**src/rtl/operand_fetch_stage_pkg.sv**
```systemverilog
// operand_fetch_stage_pkg: shared widths, reset level and constants for the operand-fetch stage
package operand_fetch_stage_pkg;
  localparam logic RST_ENABLE = 1'b1;
  localparam int DATA_BUS_W = 32;
  localparam int REG_ADDR_W = 5;
  localparam int ALU_OP_W = 8;
  localparam logic [DATA_BUS_W-1:0] ZERO_WORD = '0;
  localparam logic [ALU_OP_W-1:0] NOP_OP = '0;
endpackage

```
**src/rtl/operand_fetch_stage_fwd_mux.sv**
```systemverilog
// operand_fetch_stage_fwd_mux: per-source operand priority mux (zero, EX forward, MEM forward, register file)
module operand_fetch_stage_fwd_mux
  import operand_fetch_stage_pkg::*;
#(
  parameter int DATA_W = DATA_BUS_W,
  parameter int ADDR_W = REG_ADDR_W
) (
  input  logic              re,
  input  logic [ADDR_W-1:0] addr,
  input  logic              ex_wreg,
  input  logic [ADDR_W-1:0] ex_wd,
  input  logic [DATA_W-1:0] ex_wdata,
  input  logic              mem_wreg,
  input  logic [ADDR_W-1:0] mem_wd,
  input  logic [DATA_W-1:0] mem_wdata,
  input  logic [DATA_W-1:0] rf_data,
  output logic [DATA_W-1:0] data
);
  always_comb
    data = (!re || addr == '0)          ? '0        :
           (ex_wreg && ex_wd == addr)   ? ex_wdata  :
           (mem_wreg && mem_wd == addr) ? mem_wdata : rf_data;
endmodule

```
**src/rtl/operand_fetch_stage.sv**
```systemverilog
// operand_fetch_stage: register read, EX/MEM forwarding, load-use detection and the ID/EX register
module operand_fetch_stage
  import operand_fetch_stage_pkg::*;
#(
  parameter int DATA_W = DATA_BUS_W,
  parameter int ADDR_W = REG_ADDR_W,
  parameter int OP_W = ALU_OP_W
) (
  input  logic              clk,
  input  logic              rst,
  input  logic              id_valid,
  input  logic [ADDR_W-1:0] id_rs_addr,
  input  logic [ADDR_W-1:0] id_rt_addr,
  input  logic              id_rs_re,
  input  logic              id_rt_re,
  input  logic [OP_W-1:0]   id_aluop,
  input  logic [ADDR_W-1:0] id_wd,
  input  logic              id_wreg,
  input  logic              id_is_load,
  output logic [ADDR_W-1:0] reg1_addr,
  input  logic [DATA_W-1:0] reg1_data,
  output logic [ADDR_W-1:0] reg2_addr,
  input  logic [DATA_W-1:0] reg2_data,
  input  logic              ex_fwd_wreg,
  input  logic [ADDR_W-1:0] ex_fwd_wd,
  input  logic [DATA_W-1:0] ex_fwd_wdata,
  input  logic              mem_fwd_wreg,
  input  logic [ADDR_W-1:0] mem_fwd_wd,
  input  logic [DATA_W-1:0] mem_fwd_wdata,
  input  logic              stall,
  input  logic              flush,
  output logic              stall_req,
  output logic              ex_valid,
  output logic [OP_W-1:0]   ex_aluop,
  output logic [DATA_W-1:0] ex_reg1,
  output logic [DATA_W-1:0] ex_reg2,
  output logic [ADDR_W-1:0] ex_wd,
  output logic              ex_wreg,
  output logic              ex_is_load
);
  logic [DATA_W-1:0] op1, op2;
  logic bubble;
  assign reg1_addr = id_rs_re ? id_rs_addr : '0;
  assign reg2_addr = id_rt_re ? id_rt_addr : '0;
  operand_fetch_stage_fwd_mux #(.DATA_W(DATA_W), .ADDR_W(ADDR_W)) u_fwd1 (
    .re(id_rs_re), .addr(id_rs_addr),
    .ex_wreg(ex_fwd_wreg), .ex_wd(ex_fwd_wd), .ex_wdata(ex_fwd_wdata),
    .mem_wreg(mem_fwd_wreg), .mem_wd(mem_fwd_wd), .mem_wdata(mem_fwd_wdata),
    .rf_data(reg1_data), .data(op1)
  );
  operand_fetch_stage_fwd_mux #(.DATA_W(DATA_W), .ADDR_W(ADDR_W)) u_fwd2 (
    .re(id_rt_re), .addr(id_rt_addr),
    .ex_wreg(ex_fwd_wreg), .ex_wd(ex_fwd_wd), .ex_wdata(ex_fwd_wdata),
    .mem_wreg(mem_fwd_wreg), .mem_wd(mem_fwd_wd), .mem_wdata(mem_fwd_wdata),
    .rf_data(reg2_data), .data(op2)
  );
  // the load sitting in EX has no data yet, so a dependent consumer must wait one cycle
  assign stall_req = id_valid && ex_is_load && ex_wreg && ex_wd != '0 &&
                     ((id_rs_re && id_rs_addr == ex_wd) || (id_rt_re && id_rt_addr == ex_wd));
  assign bubble = flush || (!stall && stall_req);
  always_ff @(posedge clk) begin
    if (rst == RST_ENABLE || bubble) begin
      ex_valid   <= 1'b0;
      ex_aluop   <= NOP_OP[OP_W-1:0];
      ex_reg1    <= '0;
      ex_reg2    <= '0;
      ex_wd      <= '0;
      ex_wreg    <= 1'b0;
      ex_is_load <= 1'b0;
    end else if (!stall) begin
      ex_valid   <= id_valid;
      ex_aluop   <= id_aluop;
      ex_reg1    <= op1;
      ex_reg2    <= op2;
      ex_wd      <= id_wd;
      ex_wreg    <= id_wreg && id_valid;
      ex_is_load <= id_is_load && id_valid;
    end
  end
endmodule

```
**config.mk**
```make
export PLATFORM = sky130hd
export DESIGN_NAME = operand_fetch_stage
export DESIGN_NICKNAME = d
export VERILOG_FILES = /design/src/rtl/operand_fetch_stage_pkg.sv /design/src/rtl/operand_fetch_stage_fwd_mux.sv /design/src/rtl/operand_fetch_stage.sv
export SDC_FILE = /design/constraint.sdc
export NUM_CORES = 1
export LEC_CHECK = 0
export ABC_AREA = 1
export BUFFER_PORTS_ARGS = -buffer_cell sky130_fd_sc_hd__buf_2
export CAP_MARGIN = 30
export CORE_ASPECT_RATIO = 0.7
export CORE_MARGIN = 2
export CORE_UTILIZATION = 53
export CTS_BUF_LIST = sky130_fd_sc_hd__clkbuf_4 sky130_fd_sc_hd__clkbuf_8
export CTS_CLUSTER_SIZE = 24
export DETAILED_ROUTE_END_ITERATION = 10
export PLACE_DENSITY = 0.89
export SLEW_MARGIN = 20
export SYNTH_ARGS = -nofsm -noshare
export SYNTH_HDL_FRONTEND = slang
export SYNTH_HIERARCHICAL = 1
export SYNTH_SLANG_ARGS = --single-unit
```
**constraint.sdc**
```tcl
create_clock -name clk -period 2.45 [get_ports clk]
set_input_delay 0.49 -clock clk [delete_from_list [all_inputs] [get_ports clk]]
set_output_delay 0.49 -clock clk [all_outputs]
set_load 0.05 [all_outputs]
```
# Word level (Yosys, flattened, before mapping)
# Cells that the tools add are included.
dict set report word_totals {
  ff_bits 80
  wordCells 45
}
dict set report classes {
  n_eq_ne 6
  n_mux 8
  n_reduce_logical 24
}
# cell n
set ops {}
lappend ops {{32-bit two-way mux} 6}
lappend ops {{5-bit equality test} 6}
lappend ops {{1-bit logical AND} 13}
lappend ops {{5-bit logical NOT} 2}
lappend ops {{5-bit two-way mux} 2}
lappend ops {{1-bit logical OR} 5}
lappend ops {{5-bit nonzero test} 1}
lappend ops {{1-bit logical NOT} 3}

# Depth between registers and ports, before layout
# Gate-level depths: netlist of run 1.
dict set report logic_depth {
  depth_word 7
  mapped_depth 12
  depth_no_buf 11
}

# Cells and area by module
# Netlist of run 1, hierarchy kept.
# module n_inst cells_per_inst area_each_um2
set by_module_without_submodules {}
lappend by_module_without_submodules {operand_fetch_stage 1 343 3170.5}
lappend by_module_without_submodules {operand_fetch_stage_fwd_mux 2 299 1357.6}

# Least setup slack after synthesis of run 1
# OpenSTA, ideal clock, no wires.
dict set report synth_path {
  path_type {register to output}
  startpoint {reg ex_wd[4]}
  endpoint {out stall_req}
  arrival_time_ps 1879
  t_required_ps 1960
  slack_ps 81
  stages_incl_launch_ff 7
  n_path_buf 0
  cell_sequence {dfxtp_1 -> inv_1 -> nand2_1 -> nand2_1 -> nor2_1 -> nand3_1 -> a21oi_1}
}
dict set report synth_between {
  elab_chain_len 4
  elab_cells_between_ends 8
}
# item line_no
set synth_rtl {}
lappend synth_rtl {{start, declared} operand_fetch_stage.sv:37} ;# output logic [ADDR_W-1:0] ex_wd,
lappend synth_rtl {{start signal, assigned} operand_fetch_stage.sv:75} ;# ex_wd <= id_wd;
lappend synth_rtl {{5-bit equality test} operand_fetch_stage.sv:59} ;# ((id_rs_re && id_rs_addr == ex_wd) || (id_rt_re && id_rt_addr == ex_wd));
lappend synth_rtl {{1-bit logical AND} operand_fetch_stage.sv:59}
lappend synth_rtl {{1-bit logical OR} operand_fetch_stage.sv:59}
lappend synth_rtl {{1-bit logical AND (*)} operand_fetch_stage.sv:58} ;# assign stall_req = id_valid && ex_is_load && ex_wreg && ex_wd != '0 &&
lappend synth_rtl {{end, declared} operand_fetch_stage.sv:32} ;# output logic stall_req,
# Mark *: on every way between the ends. The rest lies on a longest branch, timed or not.

# Worst setup path after layout of run 1
# Ends and elaborated chain as after synthesis.

==> metrics.md, run 1 <==
| Metric | Value |
|---|---|
| Max Root-Sink Buffers | `2` |
| Antenna cells | `0` |
| Mean Syn Cell Area | `6.25 µm²` |
| Routed wire length | `19,300 µm` |
| Number of remaining DRC errors | `0` |
| Largest net degree at the start of global routing | `65` |
| Share of power burned in registers | `39.2%` |
| Worst Path Required | `1.96 ns` |
| Most Crowded Layer GR | `met2` |
| Initial antenna violation count | `1` |
| GR Util All Layers | `31.6%` |
| 1st-pass router iterations | `5` |
| Crit Path Class | `reg2out` |
| Switching share of power | `34.5%` |
| Final setup viols | `0` |
| Met2 usage | `53.3%` |
| Final period utilization | `89.9%` |
| Seq cells post-synth | `80` |
| Final hold violation count | `0` |
| Share of cells above drive strength 1 | `27.1%` |
| H-Tree Level Count | `3` |
| Initial Utilization | `53.8%` |
| Cell mode on critical path | `nand2_1` |
| Root buf cell | `clkbuf_8` |
| Yosys top cell by area | `dfxtp_1` |
| Max stage delay on crit path | `0.42 ns` |
| Sequential share of the synthesized area | `27.2%` |
| DR iter-0 viols | `617` |
| Synth async-reset ratio | `0%` |
| Pwr per Cell Area | `465 nW/µm²` |
| Min cycle time layout | `2.20 ns` |
| CTS tree | `done` |
| Area occupied by multi-input gates | `3430 µm²` |
| Crit end category | `primary output` |
| Final Max Tran Viols | `0` |
| HP Class | `in2reg` |
| Placeable Area | `10,900 µm²` |
| First-pass GRT wire length | `30,100 µm` |
| Top post-synthesis cells by area | `dfxtp_1 (27%), nor2_1 (14%), nand2_1 (14%)` |
| Most frequent cell after synthesis | `nor2_1` |
| Ys flop type | `dfxtp_1` |
| Die Span X | `130 µm` |
| Met3 Usage GRT | `8.34%` |
| Placed insts | `1,313` |
| Ys Warns | `6` |
| RSZ-0062 raised after global routing | `no` |
| Number of I/O pins | `263` |
| EDFF count, synth | `0` |
| Full die area | `12,000 µm²` |
| Crit-path cells | `inv_1 > nand2_1 > nand2_1 > nor2_1 > nand3_1 > a21oi_1 > buf_2` |
| Chip Height | `92.2 µm` |
| Vias in the first global route | `6,277` |
| # port buffers | `262` |
| Commonest cells in the synthesized netlist | `nor2_1 (227), nand2_1 (225), inv_1 (110)` |
| Crit-path max FO | `5` |
| Total congestion overflow | `0` |
| Crit path max-delay cell type | `dfxtp_1` |
| Slew HR | `71.3%` |
| VDD IR max | `0.000392 V` |
| Post-CTS setup buffers | `0` |
| Top delay family on crit path | `flip-flops` |
| Critical Path Stages | `7` |
| Psw | `1.19 mW` |
| R2r worst-path depth | `10` |
| Mapped Area | `5890 µm²` |
| Vias | `6,866` |
| Maximum capacitance violations | `0` |
| Syn nets | `1,113` |
| Fmax | `454 MHz` |
| CTS resizes | `0` |
| WHS Path Cells | `3` |
| Core Util, Final | `67.8%` |
| Yosys top cell area share | `27.2%` |
| Worst setup SP type | `flip-flop` |
| Finished Layout Cells | `1,329` |
| Clock Skews | `0.0125 ns` |
| # clock sinks | `80` |
| CP Buf/Inv Count | `2` |
| Fillers | `1,040` |
| Synth-to-Final Area Change | `25.9%` |
| Clock transition at path regs | `0.09 ns` |
| Met1 Resource Use GR | `39.5%` |
| PnR Total Power | `3.45 mW` |
| Tightest Pin Transition | `0.430 ns` |
| WL/cell | `14.5 µm` |
| Internal power | `2.26 mW` |
| Detailed Place HPWL | `14,100 µm` |
| Reg area | `1600 µm²` |
| R2r setup slk | `0.70 ns` |
| Cell Rows | `32` |
| Count of cell types in the netlist | `19` |
| Comb power frac | `28.2%` |
| Worst Path Arrival | `1.71 ns` |
| CTS Hold Bufs | `0` |
| TritonCTS buffer count | `9` |
| Final net count | `1,343` |
| Antenna Nets Post-Route | `0` |
| Status | `finished, final reports clean` |
| GP Congestion | `0.971` |
| Worst-skew pair later-pin latency | `0.36 ns` |
| Mapped Cells | `941` |
| Setup TNS | `0 ns` |
| Clk pwr share | `32.7%` |
| Leak | `4.59 nW` |
| Vias per cell | `5.17` |
[stage by stage]
| stage | area (µm²) | hold WS [ns] | worst slack [ns] |
|---|---|---|---|
| final | 7410 | 0.371 | 0.248 |
| after global routing | 7410 | 0.364 | 0.0892 |
| after CTS | 7410 | 0.352 | 0.226 |
| after detailed placement | 7180 | 0.494 | 0.412 |
| after global placement | 7180 | 0.479 | 0.427 |
| after floorplan | 5890 | 0.649 | 0.0809 |
[cell type report]
type | count | area share [%]
flip-flops and latches | 80 | 21.6
repair buffers | 278 | 20.4
inverters | 119 | 6.03
clock inverters | 6 | 1.25
clock buffers | 10 | 1.77
multi-input cells | 683 | 46.4
well taps | 153 | 2.58
[registers in the layout, indices dropped and copies added, names as in the netlist]
| register | count |
|---|---|
| ex_reg1 | 32 |
| ex_reg2 | 32 |
| ex_aluop | 8 |
| ex_wd | 5 |
| ex_is_load | 1 |
| ex_valid | 1 |
| ex_wreg | 1 |
[power by group through the flow]
| stage | Combinational [mW] | Clock [mW] | Sequential, mW |
|---|---|---|---|
| after CTS | 0.961 | 1.15 | 1.35 |
| after global routing | 1.06 | 1.20 | 1.35 |
| after detailed placement | 0.958 | 0 | 1.38 |
| after floorplan | 0.529 | 0 | 1.49 |
| final | 0.971 | 1.13 | 1.35 |
| after global placement | 0.949 | 0 | 1.38 |
[cell families (layout without fill, tap and decap cells)]
logic type             count (synthesis)  in the layout  share of synthesized area [%]
multiplexers                          77             77                           13.1
AND/OR/NAND/NOR                      600            600                           44.4
buffers and inverters                178            413                           14.7
AO/OA/AOI/OAI                          6              6                          0.595
flip-flops                            80             80                           27.2
[worst reg2reg max path, stage by stage (launching register included)]
cell	delay, ns
dfxtp_1	0.42
inv_1	0.12
nand2_1	0.09
nand2_1	0.06
nor2_1	0.09
nand3_1	0.12
nand2_1	0.09
nand3_2	0.08
nand2_4	0.27
buf_12	0.24
nor2_1	0.07
[layout by cell type (no fill, tap or decap), drive strengths merged, types with 10 or more instances in the layout]
cell type  Yosys  routed
inv          119     120
dfxtp         80      80
nand4         66      66
nand3         72      72
buf           59     278
nor2         235     235
clkbuf         0      10
mux2i         77      77
nand2        226     226
[worst paths after layout]
kind,start,endpoint
setup / recovery,ex_wd[4],stall_req
hold / removal,id_aluop[4],ex_aluop[4]
hold reg to reg,ex_reg1[10],ex_reg1[10]
setup reg to reg,ex_wd[4],ex_reg1[2]
[layer usage]
layer	part of all wire (%)	routed length (µm)
met3	11	2030
met5	0.062	12
met4	2.2	432
met2	45	8690
met1	42	8080
Power figures use the tool's default switching activity.
==> inputs of run 2 (changes only) <==
--- a/config.mk
+++ b/config.mk
@@ -8,7 +8,6 @@
 export ABC_AREA = 1
 export BUFFER_PORTS_ARGS = -buffer_cell sky130_fd_sc_hd__buf_2
 export CAP_MARGIN = 30
-export CORE_ASPECT_RATIO = 0.7
 export CORE_MARGIN = 2
 export CORE_UTILIZATION = 53
 export CTS_BUF_LIST = sky130_fd_sc_hd__clkbuf_4 sky130_fd_sc_hd__clkbuf_8
==> run 2 against run 1 <==
Compared with the run above:
- worst setup slack gained 0.024 ns
- non-clock buffer count grew 2
- clock power shrank 4%
- global-route usage shrank 0.77 points
- power shrank 1.5%
==> metrics.md, run 2 (synthesis results as in run 1) <==
| Metric | Value |
|---|---|
| VDD IR max | `0.000310 V (-21%)` |
| Full die area | `12,000 µm² (-0.11%)` |
| HP Class | `in2reg` |
| Crit end category | `primary output` |
| Final net count | `1,345 (+0.15%)` |
| Synth-to-Final Area Change | `25.6%` |
| Min cycle time layout | `2.18 ns (-0.0237 ns)` |
| # clock sinks | `80 (unchanged)` |
| Regs by FF count | `ex_reg1 x32, ex_reg2 x32, ex_aluop x8` |
| Post-CTS setup buffers | `0 (unchanged)` |
| Finished Layout Cells | `1,317 (-0.90%)` |
| DR iter-0 viols | `756 (+23%)` |
| Vias in the first global route | `6,275 (-0.032%)` |
| GR Util All Layers | `30.9% (-0.77 points)` |
| Worst Path Arrival | `1.69 ns (-0.02 ns)` |
| Die Span X | `109 µm (-16%)` |
| Number of remaining DRC errors | `0 (unchanged)` |
| Maximum capacitance violations | `0 (unchanged)` |
| Final period utilization | `88.9% (-0.97 points)` |
| Leak | `4.60 nW (about the same)` |
| Detailed Place HPWL | `13,600 µm (-3.0%)` |
| WHS Path Cells | `3 (unchanged)` |
| Setup TNS | `0 ns (unchanged)` |
| WL/cell | `14.4 µm (-0.64%)` |
| Fillers | `934 (-10%)` |
| Routed wire length | `19,000 µm (-1.5%)` |
| Crit-path max FO | `6 (+1)` |
| Area occupied by multi-input gates | `3450 µm² (+0.44%)` |
| Final setup viols | `0 (unchanged)` |
| Root buf cell | `clkbuf_8` |
| Dpl cell area | `7180 µm² (about the same)` |
| Placed insts | `1,302 (-0.84%)` |
| Worst Path Required | `1.96 ns (about the same)` |
| Most common cell after layout, fill and taps aside | `buf_2` |
| Total congestion overflow | `0 (unchanged)` |
| Initial antenna violation count | `0 (-1)` |
| First-pass GRT wire length | `29,100 µm (-3.5%)` |
| # port buffers | `262 (unchanged)` |
| CTS tree | `done` |
| Max Root-Sink Buffers | `2 (unchanged)` |
| Share of cells above drive strength 1 | `27.2% (+0.062 points)` |
| PnR Total Power | `3.40 mW (-1.5%)` |
| Core Util, Final | `68.2% (+0.45 points)` |
| Most frequent cells in the layout | `buf_2 (261), nor2_1 (227), nand2_1 (225), inv_1 (110), dfxtp_1 (80)` |
| TritonCTS buffer count | `9 (unchanged)` |
| Fmax | `459 MHz (+1.1%)` |
| Vias | `6,912 (+0.67%)` |
| Tightest Pin Transition | `0.466 ns (+0.0358 ns)` |
| Number of I/O pins | `263 (unchanged)` |
| GP Congestion | `0.954 (-1.7%)` |
| Clock transition at path regs | `0.08 ns (about the same)` |
| CTS Hold Bufs | `0 (unchanged)` |
| H-Tree Level Count | `3 (unchanged)` |
| Post-route cell area | `7390 µm² (-0.17%)` |
| CTS resizes | `0 (unchanged)` |
| 1st-pass router iterations | `5 (unchanged)` |
| Reg area | `1600 µm² (unchanged)` |
| Final hold violation count | `0 (unchanged)` |
| RSZ-0062 raised after global routing | `no` |
| Initial Utilization | `54.3% (+0.45 points)` |
| Final Max Tran Viols | `0 (unchanged)` |
| Slew HR | `68.9% (-2.4 points)` |
| Placeable Area | `10,800 µm² (-0.82%)` |
| Largest net degree at the start of global routing | `65 (unchanged)` |
| Clock Skews | `0.00526 ns (-0.00727 ns)` |
| Worst setup SP type | `flip-flop` |
| Cell Rows | `38 (+19%)` |
| Antenna cells | `0 (unchanged)` |
| R2r worst-path depth | `10 (unchanged)` |
| Crit Path Class | `reg2out` |
| Vias per cell | `5.25 (+1.6%)` |
| Antenna Nets Post-Route | `0 (unchanged)` |
| Status | `finished, final reports clean` |
| Worst-skew pair later-pin latency | `0.37 ns (about the same)` |
| Pwr per Cell Area | `459 nW/µm² (-1.3%)` |
| Chip Height | `109 µm (+19%)` |
## run 2: critical path, cell delays in order (launching register included)
cell,delay (ns)
dfxtp_1,0.42
inv_1,0.08
nand2_1,0.06
nand2_1,0.05
nor2_1,0.12
nand3_1,0.11
a21oi_1,0.18
buf_2,0.29
## run 2: through the flow
stage	setup slack [ns]	hold WS, ns
finish	0.272	0.359
global route	0.182	0.353
CTS	0.281	0.353
detailed placement	0.383	0.489
global placement	0.458	0.479
floorplan	0.0809	0.649
## run 2: layout make-up
cell class | instances | share of cell area, %
Clock inverter | 2 | 0.508
Sequential cell | 80 | 21.7
Inverter | 119 | 6.04
Timing Repair Buffer | 280 | 20.4
Multi-Input combinational cell | 683 | 46.6
Tap cell | 140 | 2.37
Clock buffer | 13 | 2.34
## run 2: per-layer routing
metal / share of wire [%] / global-route usage (%) / routed length, µm
met4: 3.4 / 14.7 / 644
met1: 38 / 36.5 / 7300
met3: 11 / 7.47 / 2140
met5: 0 / 0 / 0
met2: 47 / 52.3 / 8880
## run 2: report_power, final
group          total (mW)  internal (mW)  switching, mW
logic               0.972          0.341          0.630
clock network        1.08          0.561          0.514
registers            1.35           1.33         0.0187
total                3.40           2.23           1.16
## run 2: final timing paths
path / start / to / slack, ns
setup / recovery: ex_wd[2] / stall_req / 0.27
hold / removal: id_aluop[6] / ex_aluop[6] / 0.36
setup reg to reg: ex_wd[2] / ex_aluop[4] / 0.66
hold reg to reg: ex_valid / ex_valid / 0.51
